--- config.mk ---
export PLATFORM = sky130hd
export DESIGN_NAME = config_report_tx
export DESIGN_NICKNAME = d
export VERILOG_FILES = /design/src/rtl/config_report_tx_pkg.sv /design/src/rtl/config_report_tx_uart_tx_parity.sv /design/src/rtl/config_report_tx.sv
export SDC_FILE = /design/constraint.sdc
export NUM_CORES = 1
export LEC_CHECK = 0
export BUFFER_PORTS_ARGS = -buffer_cell sky130_fd_sc_hd__buf_4
export CAP_MARGIN = 20
export CELL_PAD_IN_SITES_DETAIL_PLACEMENT = 0
export CELL_PAD_IN_SITES_GLOBAL_PLACEMENT = 1
export CORE_AREA = 4 4 84 86
export DETAILED_ROUTE_END_ITERATION = 12
export DIE_AREA = 0 0 88 90
export PLACE_DENSITY = 0.86
export RECOVER_POWER = 100
export SLEW_MARGIN = 15
export SYNTH_ARGS = -nofsm -noshare
export SYNTH_HDL_FRONTEND = slang
export SYNTH_SLANG_ARGS = --single-unit
--- constraint.sdc ---
create_clock -name i_clock -period 5.6 [get_ports i_clock]
set_clock_uncertainty 0.2 [all_clocks]
set_input_delay 0 -clock i_clock [delete_from_list [all_inputs] [get_ports i_clock]]
set_output_delay 0 -clock i_clock [all_outputs]
set_load 0.03 [all_outputs]
--- src/rtl/config_report_tx_pkg.sv ---
// config_report_tx_pkg
//   Shared definitions for the configuration link transmitter: FSM state codes,
//   default payload width / baud divider, and the parity sense that the
//   configuration receiver also uses for its parity check.
package config_report_tx_pkg;

  localparam int DATA_BITS_DEFAULT    = 7;
  localparam int CLKS_PER_BIT_DEFAULT = 434;  // 50 MHz / 115200

  // 1 = even parity (parity bit = XOR of data), 0 = odd parity
  localparam bit PARITY_EVEN = 1'b1;

  // Code 6 is intentionally unused; the FSM treats it as INICIAL.
  typedef enum logic [2:0] {
    INICIAL       = 3'd0,
    ENVIA_TEMP1   = 3'd1,
    ENVIA_TEMP2   = 3'd2,
    ENVIA_TEMP3   = 3'd3,
    ENVIA_TEMP4   = 3'd4,
    ENVIA_UMIDADE = 3'd5,
    FIM_ENVIO     = 3'd7
  } estado_t;

endpackage

--- src/rtl/config_report_tx_uart_tx_parity.sv ---
// uart_tx_parity
//   Frame serializer: start(0), DATA_BITS data LSB-first, parity, stop(1).
//   Every bit is held for exactly CLKS_PER_BIT cycles.
// Ports
//   i_clock        system clock (rising edge)
//   i_reset        synchronous active-high reset; line returns to idle (1)
//   i_partida      start request; accepted when idle or in the last stop-bit cycle
//   i_dados        payload sampled together with i_partida
//   o_saida_serial serial line, registered, idle high
//   o_fim          high during the last cycle of the stop bit
//   o_ocupado_tx   high while a frame is on the line
module uart_tx_parity
  import config_report_tx_pkg::*;
#(
  parameter int DATA_BITS    = DATA_BITS_DEFAULT,
  parameter int CLKS_PER_BIT = CLKS_PER_BIT_DEFAULT
) (
  input  logic                 i_clock,
  input  logic                 i_reset,
  input  logic                 i_partida,
  input  logic [DATA_BITS-1:0] i_dados,
  output logic                 o_saida_serial,
  output logic                 o_fim,
  output logic                 o_ocupado_tx
);

  localparam int FRAME_BITS = DATA_BITS + 3;
  localparam int BAUD_W     = (CLKS_PER_BIT > 1) ? $clog2(CLKS_PER_BIT) : 1;
  localparam int IDX_W      = $clog2(FRAME_BITS);
  localparam logic [BAUD_W-1:0] BAUD_MAX = BAUD_W'(CLKS_PER_BIT - 1);
  localparam logic [IDX_W-1:0]  IDX_STOP = IDX_W'(FRAME_BITS - 1);

  logic                 r_busy;
  logic [BAUD_W-1:0]    r_baud;
  logic [IDX_W-1:0]     r_idx;
  logic [DATA_BITS+1:0] r_frame;   // bits still to send after the current one
  logic                 r_saida;
  logic                 w_fim;
  logic                 w_paridade;

  assign w_paridade = PARITY_EVEN ? (^i_dados) : ~(^i_dados);

  // End of stop bit: combinational so the caller can chain the next frame
  // on this very edge without an idle cycle.
  assign w_fim = r_busy && (r_idx == IDX_STOP) && (r_baud == BAUD_MAX);

  always_ff @(posedge i_clock) begin
    if (i_reset) begin
      r_busy  <= 1'b0;
      r_baud  <= '0;
      r_idx   <= '0;
      r_frame <= '0;
      r_saida <= 1'b1;
    end else if (!r_busy || w_fim) begin
      if (i_partida) begin
        // Start bit goes on the line right away; the rest waits in r_frame.
        r_busy  <= 1'b1;
        r_baud  <= '0;
        r_idx   <= '0;
        r_frame <= {1'b1, w_paridade, i_dados};
        r_saida <= 1'b0;
      end else if (w_fim) begin
        r_busy  <= 1'b0;
        r_baud  <= '0;
        r_idx   <= '0;
        r_saida <= 1'b1;
      end
    end else if (r_baud == BAUD_MAX) begin
      r_baud  <= '0;
      r_idx   <= r_idx + 1'b1;
      r_saida <= r_frame[0];
      r_frame <= {1'b1, r_frame[DATA_BITS+1:1]};
    end else begin
      r_baud <= r_baud + 1'b1;
    end
  end

  assign o_saida_serial = r_saida;
  assign o_fim          = w_fim;
  assign o_ocupado_tx   = r_busy;

endmodule

--- src/rtl/config_report_tx.sv ---
// config_report_tx
//   On request, snapshots the five configuration words and sends them back to
//   back as parity frames in the order temp1, temp2, temp3, temp4, lim_um.
// Ports
//   i_clock, i_reset        clock / synchronous active-high reset
//   i_enviar_config         transfer request (level, only honoured in INICIAL)
//   i_temp1..i_temp4        stored temperature thresholds
//   i_lim_um                stored humidity limit
//   o_saida_serial          serial line, idle high
//   o_ocupado               high from acceptance until pronto_envio
//   o_pronto_envio          one-cycle pulse after the last stop bit
//   o_db_estado             current FSM state code
module config_report_tx
  import config_report_tx_pkg::*;
#(
  parameter int DATA_BITS    = DATA_BITS_DEFAULT,
  parameter int CLKS_PER_BIT = CLKS_PER_BIT_DEFAULT
) (
  input  logic                 i_clock,
  input  logic                 i_reset,
  input  logic                 i_enviar_config,
  input  logic [DATA_BITS-1:0] i_temp1,
  input  logic [DATA_BITS-1:0] i_temp2,
  input  logic [DATA_BITS-1:0] i_temp3,
  input  logic [DATA_BITS-1:0] i_temp4,
  input  logic [DATA_BITS-1:0] i_lim_um,
  output logic                 o_saida_serial,
  output logic                 o_ocupado,
  output logic                 o_pronto_envio,
  output logic [2:0]           o_db_estado
);

  estado_t              r_estado;
  logic                 r_ocupado;
  logic                 r_pronto;
  // temp1 is captured directly by the serializer frame register at acceptance,
  // so only the remaining four words need holding here.
  logic [DATA_BITS-1:0] r_snap [4];

  logic                 w_partida;
  logic [DATA_BITS-1:0] w_dados;
  logic                 w_fim;
  logic                 w_ocupado_tx;

  // Start request and payload for the frame that begins on this edge.
  always_comb begin
    w_partida = 1'b0;
    w_dados   = i_temp1;
    case (r_estado)
      INICIAL:     w_partida = i_enviar_config && !w_ocupado_tx;
      ENVIA_TEMP1: begin w_partida = w_fim; w_dados = r_snap[0]; end
      ENVIA_TEMP2: begin w_partida = w_fim; w_dados = r_snap[1]; end
      ENVIA_TEMP3: begin w_partida = w_fim; w_dados = r_snap[2]; end
      ENVIA_TEMP4: begin w_partida = w_fim; w_dados = r_snap[3]; end
      default:     ;
    endcase
  end

  always_ff @(posedge i_clock) begin
    if (i_reset) begin
      r_estado  <= INICIAL;
      r_ocupado <= 1'b0;
      r_pronto  <= 1'b0;
      for (int i = 0; i < 4; i++) r_snap[i] <= '0;
    end else begin
      case (r_estado)
        INICIAL: begin
          if (w_partida) begin
            r_snap[0] <= i_temp2;
            r_snap[1] <= i_temp3;
            r_snap[2] <= i_temp4;
            r_snap[3] <= i_lim_um;
            r_estado  <= ENVIA_TEMP1;
            r_ocupado <= 1'b1;
          end
        end
        ENVIA_TEMP1:   if (w_fim) r_estado <= ENVIA_TEMP2;
        ENVIA_TEMP2:   if (w_fim) r_estado <= ENVIA_TEMP3;
        ENVIA_TEMP3:   if (w_fim) r_estado <= ENVIA_TEMP4;
        ENVIA_TEMP4:   if (w_fim) r_estado <= ENVIA_UMIDADE;
        ENVIA_UMIDADE: begin
          if (w_fim) begin
            r_estado <= FIM_ENVIO;
            r_pronto <= 1'b1;
          end
        end
        FIM_ENVIO: begin
          r_estado  <= INICIAL;
          r_ocupado <= 1'b0;
          r_pronto  <= 1'b0;
        end
        default: begin  // unused code 6
          r_estado  <= INICIAL;
          r_ocupado <= 1'b0;
          r_pronto  <= 1'b0;
        end
      endcase
    end
  end

  uart_tx_parity #(
    .DATA_BITS    (DATA_BITS),
    .CLKS_PER_BIT (CLKS_PER_BIT)
  ) u_tx (
    .i_clock        (i_clock),
    .i_reset        (i_reset),
    .i_partida      (w_partida),
    .i_dados        (w_dados),
    .o_saida_serial (o_saida_serial),
    .o_fim          (w_fim),
    .o_ocupado_tx   (w_ocupado_tx)
  );

  assign o_ocupado      = r_ocupado;
  assign o_pronto_envio = r_pronto;
  assign o_db_estado    = r_estado;

endmodule

Yosys cells after proc, flatten, opt, wreduce, memory -nomap -nowiden

Memory sizes are Yosys's and may differ from the RTL's.
Cells that the tools add are included.
W data, S select, Z words.

Eq/ne operators: 15
Add/subtract/negate cells: 2
Shift operators: 0
Reduce and logical (&&, ||, !) cells: 18
Magnitude comparators: 0
Multiply operators: 0
Muxes and demuxes: 39
Bitwise gates (word level): 6
Divide/modulo/power cells: 0

Operators with widths:

| operator              | count |
|---|---|
| $mux W9               | 7 |
| $mux W7               | 4 |
| $pmux W7 S4           | 1 |
| $mux W3               | 6 |
| $pmux W3 S6           | 1 |
| $mux W4               | 4 |
| $ne A2 B1 Y1 const B  | 7 |
| $mux W1               | 13 |
| $reduce_and A2 Y1     | 5 |
| $reduce_or A5 Y1      | 2 |
| $add A9 B1 Y9 const B | 1 |
| $eq A9 B9 Y1 const B  | 1 |
| $reduce_xor A7 Y1     | 1 |
| $eq A3 B2 Y1 const B  | 2 |
| $eq A3 B3 Y1 const B  | 2 |
| $pmux W1 S2           | 3 |
| $reduce_and A6 Y1     | 1 |
| $add A4 B1 Y4 const B | 1 |
| $eq A4 B4 Y1 const B  | 1 |
| $or A1 B1 Y1          | 4 |
| $reduce_bool A2 Y1    | 2 |
| $reduce_or A4 Y1      | 1 |
| $eq A3 B1 Y1 const B  | 1 |
| $logic_and A1 B1 Y1   | 3 |
| other kinds (5)       | 6 |

Output and inout bits: 6
Latch bits: 0
ROM bits: 0
Flip-flop bits (word level): 29
Memories: 1
RAM bits: 28

Memories:

| memory | words | bits a word | read ports | clocked after memory_dff | write ports | line                   | text |
|---|---|---|---|---|---|---|---|
| r_snap | 4     | 7           | 4          | 0                        | 4           | config_report_tx.sv:38 | `logic [DATA_BITS-1:0] r_snap [4];` |

Depth between registers and ports, before layout

Gate-level depths: netlist of run 1.

Depth in word-level cells: 9
Gate-level depth with buffers: 9
Mapped depth without buffers: 9

Cells and area by module

A second synthesis of run 1 with hierarchy kept.

Cells, all modules: 296
Area total of the unflattened synthesis: 3061.7 µm²

By module, submodules not included:

| module           | instances | cells each | seq. area each (µm²) | area each (µm²) |
|---|---|---|---|---|
| config_report_tx | 1         | 143        | 940.9                | 1696.6 |
| uart_tx_parity   | 1         | 153        | 480.5                | 1365.1 |

Least setup slack after synthesis of run 1

OpenSTA, ideal clock, no wires.

Kind: flip-flop to flip-flop
From: register r_estado[2] (netlist: o_db_estado[2])
To: register u_tx.r_frame[7]
Buffers on the path: 1
Cell stages (with the launch flop): 9
Arrival time: 2.382 ns
Setup slack: 2.922 ns
Period minus slack after synthesis: 2.678 ns
Data required time: 5.304 ns
Path through: dfxtp_1 > buf_4 > or3b_1 > nor2_1 > o22ai_1 > o21ai_1 > xnor3_1 > xnor3_1 > o41ai_2

Cells in the longest elaborated chain, start to end: 5
Elaborated cells between the ends (all ways): 13
Classes of those cells: eq/ne: 5; mux: 4; reduce/logical: 4

Ends and longest elaborated chain:

| element                                                 | line                                  | text |
|---|---|---|
| start, declared                                         | config_report_tx.sv:33                | `estado_t r_estado;` |
| start signal, assigned                                  | config_report_tx.sv:61                | `r_estado <= INICIAL;` |
| start signal, assigned                                  | config_report_tx.sv:73                | `r_estado <= ENVIA_TEMP1;` |
| start signal, assigned                                  | config_report_tx.sv:77                | `ENVIA_TEMP1: if (w_fim) r_estado <= ENVIA_TEMP2;` |
| $eq A3 B3 Y1 (tied with other cells)                    | config_report_tx.sv:49                | `case (r_estado)` |
| $pmux W7 S4 / $reduce_or A4 Y1 (equally long branches)  | n/a                                   |  |
| $reduce_xor A7 Y1 / $pmux W1 S2 (equally long branches) | n/a                                   |  |
| $mux W9 / $ne A2 B1 Y1 (equally long branches)          | n/a                                   |  |
| $mux W9 / $reduce_and A2 Y1 (equally long branches)     | n/a                                   |  |
| end signal, assigned                                    | config_report_tx_uart_tx_parity.sv:60 | `r_frame <= {1'b1, w_paridade, i_dados};` |
| end signal, assigned                                    | config_report_tx_uart_tx_parity.sv:72 | `r_frame <= {1'b1, r_frame[DATA_BITS+1:1]};` |
| end, declared                                           | config_report_tx_uart_tx_parity.sv:36 | `logic [DATA_BITS+1:0] r_frame;` |

Several ways; a longest one is shown, not always the timed one. The select of a mux whose other input is x is not followed.
A chain may end at the register's enable or synchronous reset.

==> out/metrics.yaml, run 1 <==
core-area_mm2: 0.00628
die_w_um: 88
cts_max_level: 3
place_area_mm2: 0.00323
ir_drop_uv: 175
layout.cells.non_filler: 444
synth_area_mm2: 0.00291
cts_buffer_depth: 2
root_buffer: "clkbuf_8"
fin_nets: 404
die_h_um: 90
diodes: 0
r2r_slack_ps: 1910
yosys_warnings: 0
p_leak_nw: 1.54
io_buffers: 43
power_density_mw_per_mm2: 299
cp_data_required_time_ps: 5350
synthDistinctLibCells: 58
setup_slack_ps: 1910
viasPerCell: 5.40
place_congestion: 0.861
cts_buffers: 9
drive_gt1_share_pct: 17.2
antenna_found_initial: 0
arrival_ps: 3430
fin_util_pct: 60.0
crit_start: "o_db_estado[1]$_SDFFE_PP0P_"
grt_pass1_wl_mm: 10.8
grt_start_max_net_pins: 34
tns_ps: 0
rr_endpoint: "r_snap[1][2]$_SDFFCE_PN0P_"
grt_pass1_vias: 2235
synth_fa_ha_area_share_pct: 1.72
seq_area_mm2: 0.00142
finalSetupViolations: 0
drcViolationCount: 0
finalInstanceArea_mm2: 0.00376
place_hpwl_mm: 4.53
min_period_over_period_pct: 65.9
ant_nets: 0
critPathKind: "flip-flop to flip-flop"
syn_to_final_growth_pct: 29.5
track_usage_pct: 17.4
netlist_instances: 292
synth.largest_area_cell: "edfxtp_1"
place_ws_ps: 2160
cts_tree: "yes"
nFillCells: 536
layout_min_cycle_time_ps: 3690
synthMuxAreaShare_pct: 3.62
rows: 29
hold_ws_ps: 17.6
synth_top_family_by_area: "simple AND/OR/NAND/NOR gates"
die_area_mm2: 0.00792
wire_per_inst_um: 14.7
multi_input_area_mm2: 0.00133
synth_edf_count: 28
drv_cap: 0
avgSynthCellArea_um2: 9.95
clkLatencyLatePin_ps: 330
yosys-top-cells-count: "nand2_1 (30), nor2_1 (30), dfxtp_1 (29)"
finalHoldViolCount: 0
min-delay-path-class: "input port to flip-flop"
start_util_pct: 46.3
async_flop_share_pct: 0
yosys_register_bits: 57
synthSimpleGateAreaFrac_pct: 24.1
critPathMaxFanout: 33
dr.pass1.iters: 4
synth_ff_type: "dfxtp_1"
critPathLaunchType: "flip-flop"
synth.area.top_cells: "edfxtp_1 (29%), dfxtp_1 (20%), and3_1 (6.0%)"
drt_iter0_drc: 82
synth_top_area_share_pct: 28.9
synth_xor_area_share_pct: 5.12
tightest_slew_ps: 1090
slew-limit-headroom_pct: 27.0
vias: 2397
min_from: "i_temp1[6]"
clk_pin_slew_ps: 60
endpoint_kind: "flip-flop"
synth_compound_gate_area_share_pct: 12.2
fmax_ghz: 0.271
dp_cells: 395
seq_area_frac_synth_pct: 48.9
syn-num-nets: 334
outcome: "complete, no violations"
r2r-start: "o_db_estado[1]$_SDFFE_PP0P_"
rsz0062_at_grt: "no"
cp-endpoint: "r_snap[1][2]$_SDFFCE_PN0P_"
clkSinkCount: 57
drv_slew: 0
gr-total-overflow: 0
routed_wl_mm: 6.52
finalPower_mw: 1.12
pin_count: 44
ff2ff_path_depth: 4
==> final cells by class <==
type | count | share of cell area [%]
flip-flops and latches | 57 | 37.8
inverters | 8 | 0.798
clock buffers | 12 | 4.12
well taps | 77 | 2.56
clock inverters | 4 | 2.63
multi-input cells | 210 | 35.4
repair buffers | 76 | 16.8
==> critical path, cell delays in order, from the launching register on <==
cell	delay [ps]
dfxtp_1	590
nor2_1	500
and4_1	850
inv_1	270
nand2_1	880
==> worst min path at each step <==
stage / end / cells past startpoint
after floorplan: r_snap[0][0]$_SDFFCE_PN0P_ / 1
after global placement: r_snap[1][6]$_SDFFCE_PN0P_ / 2
after global routing: u_tx.r_frame[6]$_SDFFE_PP0P_ / 4
after CTS: u_tx.r_frame[6]$_SDFFE_PP0P_ / 4
final: u_tx.r_frame[6]$_SDFFE_PP0P_ / 4
after detailed placement: r_snap[1][1]$_SDFFCE_PN0P_ / 2
==> metal layers <==
| metal | global-route usage, % | share of wire (%) |
|---|---|---|
| met1 | 21.2 | 42 |
| met2 | 28.3 | 52 |
| met3 | 5.39 | 4.6 |
| met4 | 6.65 | 1.8 |
| met5 | 0 | 0 |
==> cells by family (layout without fill, tap and decap cells) <==
logic type               count (synthesis)  after routing
multiplexers                             9              9
flip-flops                              57             57
buffers and inverters                   25            100
AND/OR/NAND/NOR                        130            130
adder cells (fa/ha/maj)                  4              4
XOR/XNOR                                13             13
AO/OA/AOI/OAI                           54             54
==> flip-flops by register name, summed over array words and instances (netlist names) <==
name                 count
r_snap                  28
u_tx.o_ocupado_tx        1
u_tx.r_idx               4
o_ocupado                1
u_tx.r_frame             9
o_db_estado              3
o_pronto_envio           1
u_tx.r_baud              9
u_tx.o_saida_serial      1
==> report_power, final <==
group	internal, mW	total (mW)	switching [mW]
combinational	0.0773	0.154	0.0767
sequential	0.471	0.488	0.0178
clock	0.321	0.482	0.161
==> cells in the final DEF (no fill, tap or decap), types with 2 or more instances in the layout <==
cell type	netlist	layout
buf_4	3	37
dlygate4sd3_1	0	33
nor2_1	30	32
nand2_1	30	31
dfxtp_1	29	29
and3_1	28	28
edfxtp_1	28	28
a21oi_1	19	19
clkbuf_8	0	11
nor3_1	8	10
o21ai_0	7	7
xor2_1	7	7
clkbuf_1	8	7
inv_1	5	6
mux2i_1	6	6
nand4_1	5	5
nand2b_1	4	4
a311oi_1	4	4
ha_1	4	4
a31oi_1	3	3
nor2b_1	3	3
xnor2_1	3	3
o22ai_1	3	3
nand3_1	3	3
bufinv_16	0	3
or3_1	2	2
o32a_1	2	2
o21ai_1	2	2
a22oi_1	2	2
a221oi_1	2	2
a211oi_1	2	2
xnor3_1	2	2
o211ai_1	2	2
==> repair_timing <==
action	4_1_cts	5_1_grt
gates resized for setup	0	0
hold buffers	33	0
endpoints found under the hold margin	47	0
buffers inserted	0	0
Power figures use the tool's default switching activity.
==> inputs of run 2 (changes only) <==
--- a/config.mk
+++ b/config.mk
@@ -9,10 +9,10 @@
 export CAP_MARGIN = 20
 export CELL_PAD_IN_SITES_DETAIL_PLACEMENT = 0
 export CELL_PAD_IN_SITES_GLOBAL_PLACEMENT = 1
-export CORE_AREA = 4 4 84 86
+export CORE_AREA = 4 4 87 89
 export DETAILED_ROUTE_END_ITERATION = 12
-export DIE_AREA = 0 0 88 90
-export PLACE_DENSITY = 0.86
+export DIE_AREA = 0 0 91 93
+export PLACE_DENSITY = 0.81
 export RECOVER_POWER = 100
 export SLEW_MARGIN = 15
 export SYNTH_ARGS = -nofsm -noshare
==> constraint.sdc (replaced) <==
create_clock -name i_clock -period 3.6 [get_ports i_clock]
set_clock_uncertainty 0.2 [all_clocks]
set_input_delay 0 -clock i_clock [delete_from_list [all_inputs] [get_ports i_clock]]
set_output_delay 0 -clock i_clock [all_outputs]
set_load 0.03 [all_outputs]
==> out/metrics.yaml, run 2 (synthesis gave the netlist of run 1 again) <==
largest_reg_flops: 28  # unchanged
core-area_mm2: 0.00676  # +7.6%
ant_nets: 0  # unchanged
min_period_over_period_pct: 85.6  # +20 points
p_leak_nw: 1.53  # -0.51%
io_buffers: 43  # unchanged
start_util_pct: 43.0  # -3.3 points
power_density_mw_per_mm2: 442  # +48%
drive_gt1_share_pct: 17.7  # +0.53 points
drt_iter0_drc: 88  # +7.3%
pin_count: 44  # unchanged
grt_pass1_vias: 2349  # +5.1%
place_congestion: 0.887  # +3.0%
place_hpwl_mm: 4.70  # +3.9%
cts_max_level: 3  # unchanged
ir_drop_uv: 247  # +41%
fin_util_pct: 55.7  # -4.2 points
rsz0062_at_grt: "no"
final_cell_mix: "buf_4 (40), dlygate4sd3_1 (34), nor2_1 (32)"
routed_wl_mm: 6.84  # +5.0%
cp_data_required_time_ps: 3680  # -1670 ps
cts_buffer_depth: 2  # unchanged
drt-met1-wl_mm: 2.93  # +6.7%
layout_min_cycle_time_ps: 3080  # -608 ps
critPathLaunchType: "flip-flop"
post_cts_buffers: 0  # unchanged
gr-total-overflow: 0  # unchanged
clkLatencyLatePin_ps: 340  # about the same
route.met3.wl_um: 385  # +30%
die_h_um: 93  # +3.3%
track_usage_pct: 17.1  # -0.29 points
grt_pass1_wl_mm: 11.3  # +4.8%
regMostFlops: "r_snap"
vias: 2398  # +0.042%
critPathMaxFanout: 8  # -76%
drv_slew: 0  # unchanged
place_area_mm2: 0.00327  # +1.3%
clk_pin_slew_ps: 70  # about the same
fin_nets: 410  # +1.5%
reg_top3: "r_snap (28), u_tx.r_baud (9), u_tx.r_frame (9)"
wl_met2_mm: 3.35  # -0.39%
cts_buffers: 9  # unchanged
antenna_found_initial: 0  # unchanged
finalInstanceArea_mm2: 0.00377  # about the same
finalSetupViolations: 0  # unchanged
rows: 30  # +3.4%
slew-limit-headroom_pct: 36.3  # +9.3 points
finalHoldViolCount: 0  # unchanged
finalPower_mw: 1.66  # +48%
clkSinkCount: 57  # unchanged
fmax_ghz: 0.325  # +20%
syn_to_final_growth_pct: 29.6  # about the same
highest_layer: "met4"
final_common_cell: "buf_4"
endpoint_kind: "flip-flop"
tns_ps: 0  # unchanged
drcViolationCount: 0  # unchanged
tightest_slew_ps: 948  # -145 ps
ff2ff_path_depth: 6  # +2
viasPerCell: 5.29  # -1.9%
critPathKind: "flip-flop to flip-flop"
dr.pass1.iters: 5  # +1
grt_start_max_net_pins: 34  # unchanged
root_buffer: "clkbuf_8"
cts_tree: "yes"
diodes: 0  # unchanged
outcome: "complete, no violations"
worstHoldPathCells: 5  # +1
drv_cap: 0  # unchanged
arrival_ps: 3160  # -270 ps
die_w_um: 91  # +3.4%
min-delay-path-class: "input port to flip-flop"
nFillCells: 594  # +11%
die_area_mm2: 0.00846  # +6.9%
wire_per_inst_um: 15.1  # +2.9%
## run 2: changes by cell type in the layout (fill, tap and decap cells not counted), sizes merged
cell,before,now
buf,37,40
clkinv,2,1
bufinv,3,2
inv,7,8
clkinvlp,0,3
dlygate4sd3,33,34
## run 2: routing by layer
layer  global-route usage [%]  vias up
met5                        0        -
met4                     7.66        0
met3                     5.07       13
met2                     28.1       63
met1                     20.8     1105
li1                         -     1217
## run 2: worst paths after layout
check / start / end / slack (ps)
worst min-delay path: i_temp1[2] / u_tx.r_frame[2]$_SDFFE_PP0P_ / 80
worst max-delay path: u_tx.r_baud[2]$_SDFFE_PP0P_ / o_db_estado[1]$_SDFFE_PP0P_ / 520
worst max register to register: u_tx.r_baud[2]$_SDFFE_PP0P_ / o_db_estado[1]$_SDFFE_PP0P_ / 520
worst min register to register: u_tx.r_frame[1]$_SDFFE_PP0P_ / u_tx.r_frame[1]$_SDFFE_PP0P_ / 250
## run 2: power breakdown
part	internal (mW)	total [mW]	leakage, nW	switching, mW
clock network	0.392	0.661	0.0991	0.269
registers	0.731	0.760	0.536	0.0285
logic	0.122	0.243	0.894	0.121
## run 2: worst max-delay path: stages, from the launching register on
cell,delay [ps]
dfxtp_1,350
or4b_2,670
nor3_1,790
nand2_2,160
nor3_1,390
mux2_2,380
nor2_1,80
## run 2: layout make-up
class	count	area (µm²)	share of cell area, %
clock buffers	10	128	3.39
clock inverters	6	91.3	2.43
inverters	8	30.0	0.797
multi-input cells	210	1320	35.1
flip-flops and latches	57	1420	37.7
well taps	80	100	2.66
repair buffers	82	672	17.8
## run 2: stage by stage
stage | std cells | hold WS, ps | worst slack [ps]
3_5_place_dp | 403 | 114 | 845
5_1_grt | 453 | 78.3 | 340
4_1_cts | 453 | 70.2 | 825
2_1_floorplan | 292 | 29.5 | 922
6_report | 453 | 81.8 | 520
3_3_place_gp | 403 | 110 | 924
## run 2: repair_timing
action | 4_1_cts | 5_1_grt
setup endpoints to repair | 0 | 0
hold buffers | 34 | 0
endpoints found under the hold margin | 47 | 0
gates resized for setup | 0 | 0
==> inputs of run 3 (changes only) <==
--- a/config.mk
+++ b/config.mk
@@ -12,6 +12,7 @@
 export CORE_AREA = 4 4 87 89
 export DETAILED_ROUTE_END_ITERATION = 12
 export DIE_AREA = 0 0 91 93
+export GPL_TIMING_DRIVEN = 0
 export PLACE_DENSITY = 0.81
 export RECOVER_POWER = 100
 export SLEW_MARGIN = 15
==> constraint.sdc (replaced) <==
create_clock -name i_clock -period 3.6 [get_ports i_clock]
set_clock_uncertainty 0.2 [all_clocks]
set_input_delay 0.72 -clock i_clock [delete_from_list [all_inputs] [get_ports i_clock]]
set_output_delay 0.72 -clock i_clock [all_outputs]
set_load 0.03 [all_outputs]
==> out/metrics.yaml, run 3 (synthesis gave the netlist of run 1 again) <==
cts_tree: "yes"
outcome: "complete, no violations"
internal_power_mw: 1.11  # -11%
die_h_um: 93  # unchanged
r2r_slack_ps: 580  # +60 ps
drive_gt1_share_pct: 20.2  # +2.5 points
drv_cap: 0  # unchanged
regMostFlops: "r_snap"
clk_pin_slew_ps: 60  # about the same
multi_input_area_mm2: 0.00134  # +0.95%
hold_buffers: 0  # -100%
grt_pass1_vias: 2149  # -8.5%
tns_ps: 0  # unchanged
rsz0062_at_grt: "no"
antenna_found_initial: 0  # unchanged
cts_buffers: 9  # unchanged
routed_wl_mm: 6.71  # -2.0%
clockPowerShare_pct: 34.0  # -5.7 points
swShare_pct: 26.3  # +1.1 points
critPathLaunchType: "flip-flop"
endpoint_kind: "flip-flop"
fmax_ghz: 0.331  # +2.0%
clkSinkCount: 57  # unchanged
ff2ff_path_depth: 6  # unchanged
critPathKind: "flip-flop to flip-flop"
arrival_ps: 3030  # -130 ps
p_leak_nw: 1.42  # -7.0%
grt_start_max_net_pins: 29  # -15%
r2r-start: "u_tx.r_baud[2]$_SDFFE_PP0P_"
cts_max_level: 3  # unchanged
start_util_pct: 43.0  # unchanged
fin_util_pct: 51.4  # -4.3 points
critPathMaxFanout: 9  # +1
largest_reg_flops: 28  # unchanged
fin_nets: 389  # -5.1%
final_cell_mix: "buf_4 (40), nor2_1 (32), nand2_1 (31)"
die_area_mm2: 0.00846  # unchanged
power_density_mw_per_mm2: 432  # -2.3%
clkLatencyLatePin_ps: 340  # about the same
dr.pass1.iters: 4  # -1
core-area_mm2: 0.00676  # unchanged
nFillCells: 640  # +7.7%
root_buffer: "clkbuf_8"
finalPower_mw: 1.50  # -9.8%
ir_drop_uv: 221  # -11%
worstHoldPathCells: 2  # -3
place_ws_ps: 780  # -65.5 ps
ant_nets: 0  # unchanged
drv_slew: 0  # unchanged
grt_pass1_wl_mm: 10.5  # -7.1%
min_period_over_period_pct: 83.9  # -1.7 points
reg_top3: "r_snap (28), u_tx.r_baud (9), u_tx.r_frame (9)"
seq_area_mm2: 0.00142  # unchanged
diodes: 0  # unchanged
place_congestion: 0.838  # -5.5%
post_cts_buffers: 0  # unchanged
track_usage_pct: 16.0  # -1.1 points
min-delay-path-class: "flip-flop to flip-flop"
tightest_slew_ps: 903  # -45.7 ps
cts_buffer_depth: 2  # unchanged
setup_slack_ps: 580  # +60.5 ps
viasPerCell: 5.38  # +1.7%
finalHoldViolCount: 0  # unchanged
final_common_cell: "buf_4"
syn_to_final_growth_pct: 19.6
p_switching_mw: 0.394  # -5.8%
wire_per_inst_um: 15.5  # +2.8%
rows: 30  # unchanged
min_to: "u_tx.r_frame[1]$_SDFFE_PP0P_"
min_from: "u_tx.r_frame[1]$_SDFFE_PP0P_"
vias: 2326  # -3.0%
drcViolationCount: 0  # unchanged
slew-limit-headroom_pct: 39.4  # +3.1 points
rr_endpoint: "u_tx.r_frame[0]$_SDFFE_PP0P_"
finalSetupViolations: 0  # unchanged
io_buffers: 43  # unchanged
cp_data_required_time_ps: 3610  # -70 ps
die_w_um: 91  # unchanged
pin_count: 44  # unchanged
drt_iter0_drc: 100  # +14%
place_hpwl_mm: 5.04  # +7.2%
layout_min_cycle_time_ps: 3020  # -60.5 ps
pwr-share-seq_pct: 50.3  # +4.6 points
ctsResizeCount: 0  # unchanged
gr-total-overflow: 0  # unchanged
pwr-share-comb_pct: 15.7  # +1.1 points
[run 3: cell types whose count changed in the layout (fill, tap and decap cells not counted), sizes merged]
| cell | previous run | this run |
|---|---|---|
| clkinvlp | 3 | 1 |
| bufinv | 2 | 0 |
| clkbuf | 18 | 28 |
| clkinv | 1 | 3 |
| inv | 8 | 7 |
| buf | 40 | 46 |
| dlygate4sd3 | 34 | 0 |
[run 3: worst max-delay path, stage by stage, from the launching register on]
cell	delay (ps)
dfxtp_1	360
or4b_2	690
nor3_1	760
a21oi_2	290
mux2_1	400
mux2i_1	140
nor2_1	50
[run 3: how the worst max path moves through the flow]
stage                                 from                      endpoint  slack, ps
3_5_place_dp                       i_reset    r_snap[0][6]$_SDFFCE_PN0P_        780
6_report       u_tx.r_baud[2]$_SDFFE_PP0P_  u_tx.r_frame[0]$_SDFFE_PP0P_        580
3_3_place_gp                       i_reset    r_snap[2][6]$_SDFFCE_PN0P_        850
2_1_floorplan  o_db_estado[2]$_SDFFE_PP0P_  u_tx.r_frame[7]$_SDFFE_PP0P_        920
5_1_grt        u_tx.r_baud[2]$_SDFFE_PP0P_  u_tx.r_frame[6]$_SDFFE_PP0P_        440
4_1_cts        o_db_estado[2]$_SDFFE_PP0P_  u_tx.r_frame[7]$_SDFFE_PP0P_        840
[run 3: per-stage QoR]
| step | hold WS, ps | cell area (µm²) | cells |
|---|---|---|---|
| after floorplan | 230 | 2910 | 292 |
| after global placement | 241 | 3330 | 415 |
| after detailed placement | 244 | 3330 | 415 |
| after CTS | 252 | 3490 | 431 |
| after global routing | 275 | 3480 | 432 |
| final | 254 | 3480 | 432 |
[run 3: power groups by stage]
stage	Sequential, mW	Clock, mW	Combinational [mW]
6_report	0.755	0.510	0.235
2_1_floorplan	0.767	0	0.152
3_3_place_gp	0.768	0	0.233
4_1_cts	0.756	0.521	0.235
3_5_place_dp	0.770	0	0.234
5_1_grt	0.759	0.554	0.256
[run 3: metal layers]
| layer | vias up | GRT usage (%) | wire, µm | share of wire, % |
|---|---|---|---|---|
| met5 | - | 0 | 0 | 0 |
| met4 | 0 | 6.03 | 100 | 1.5 |
| met3 | 9 | 5.23 | 299 | 4.5 |
| met2 | 54 | 27.3 | 3310 | 49 |
| met1 | 1088 | 18.7 | 3000 | 45 |
| li1 | 1175 | - | - | - |
[run 3: cell type report]
type / count / share of cell area (%)
tap: 80 / 2.88
buffer: 17 / 2.70
clock inverter: 3 / 0.504
multi-input combinational: 210 / 38.4
timing repair buffer: 44 / 9.43
clock buffer: 13 / 4.28
sequential: 57 / 40.9
inverter: 8 / 0.864
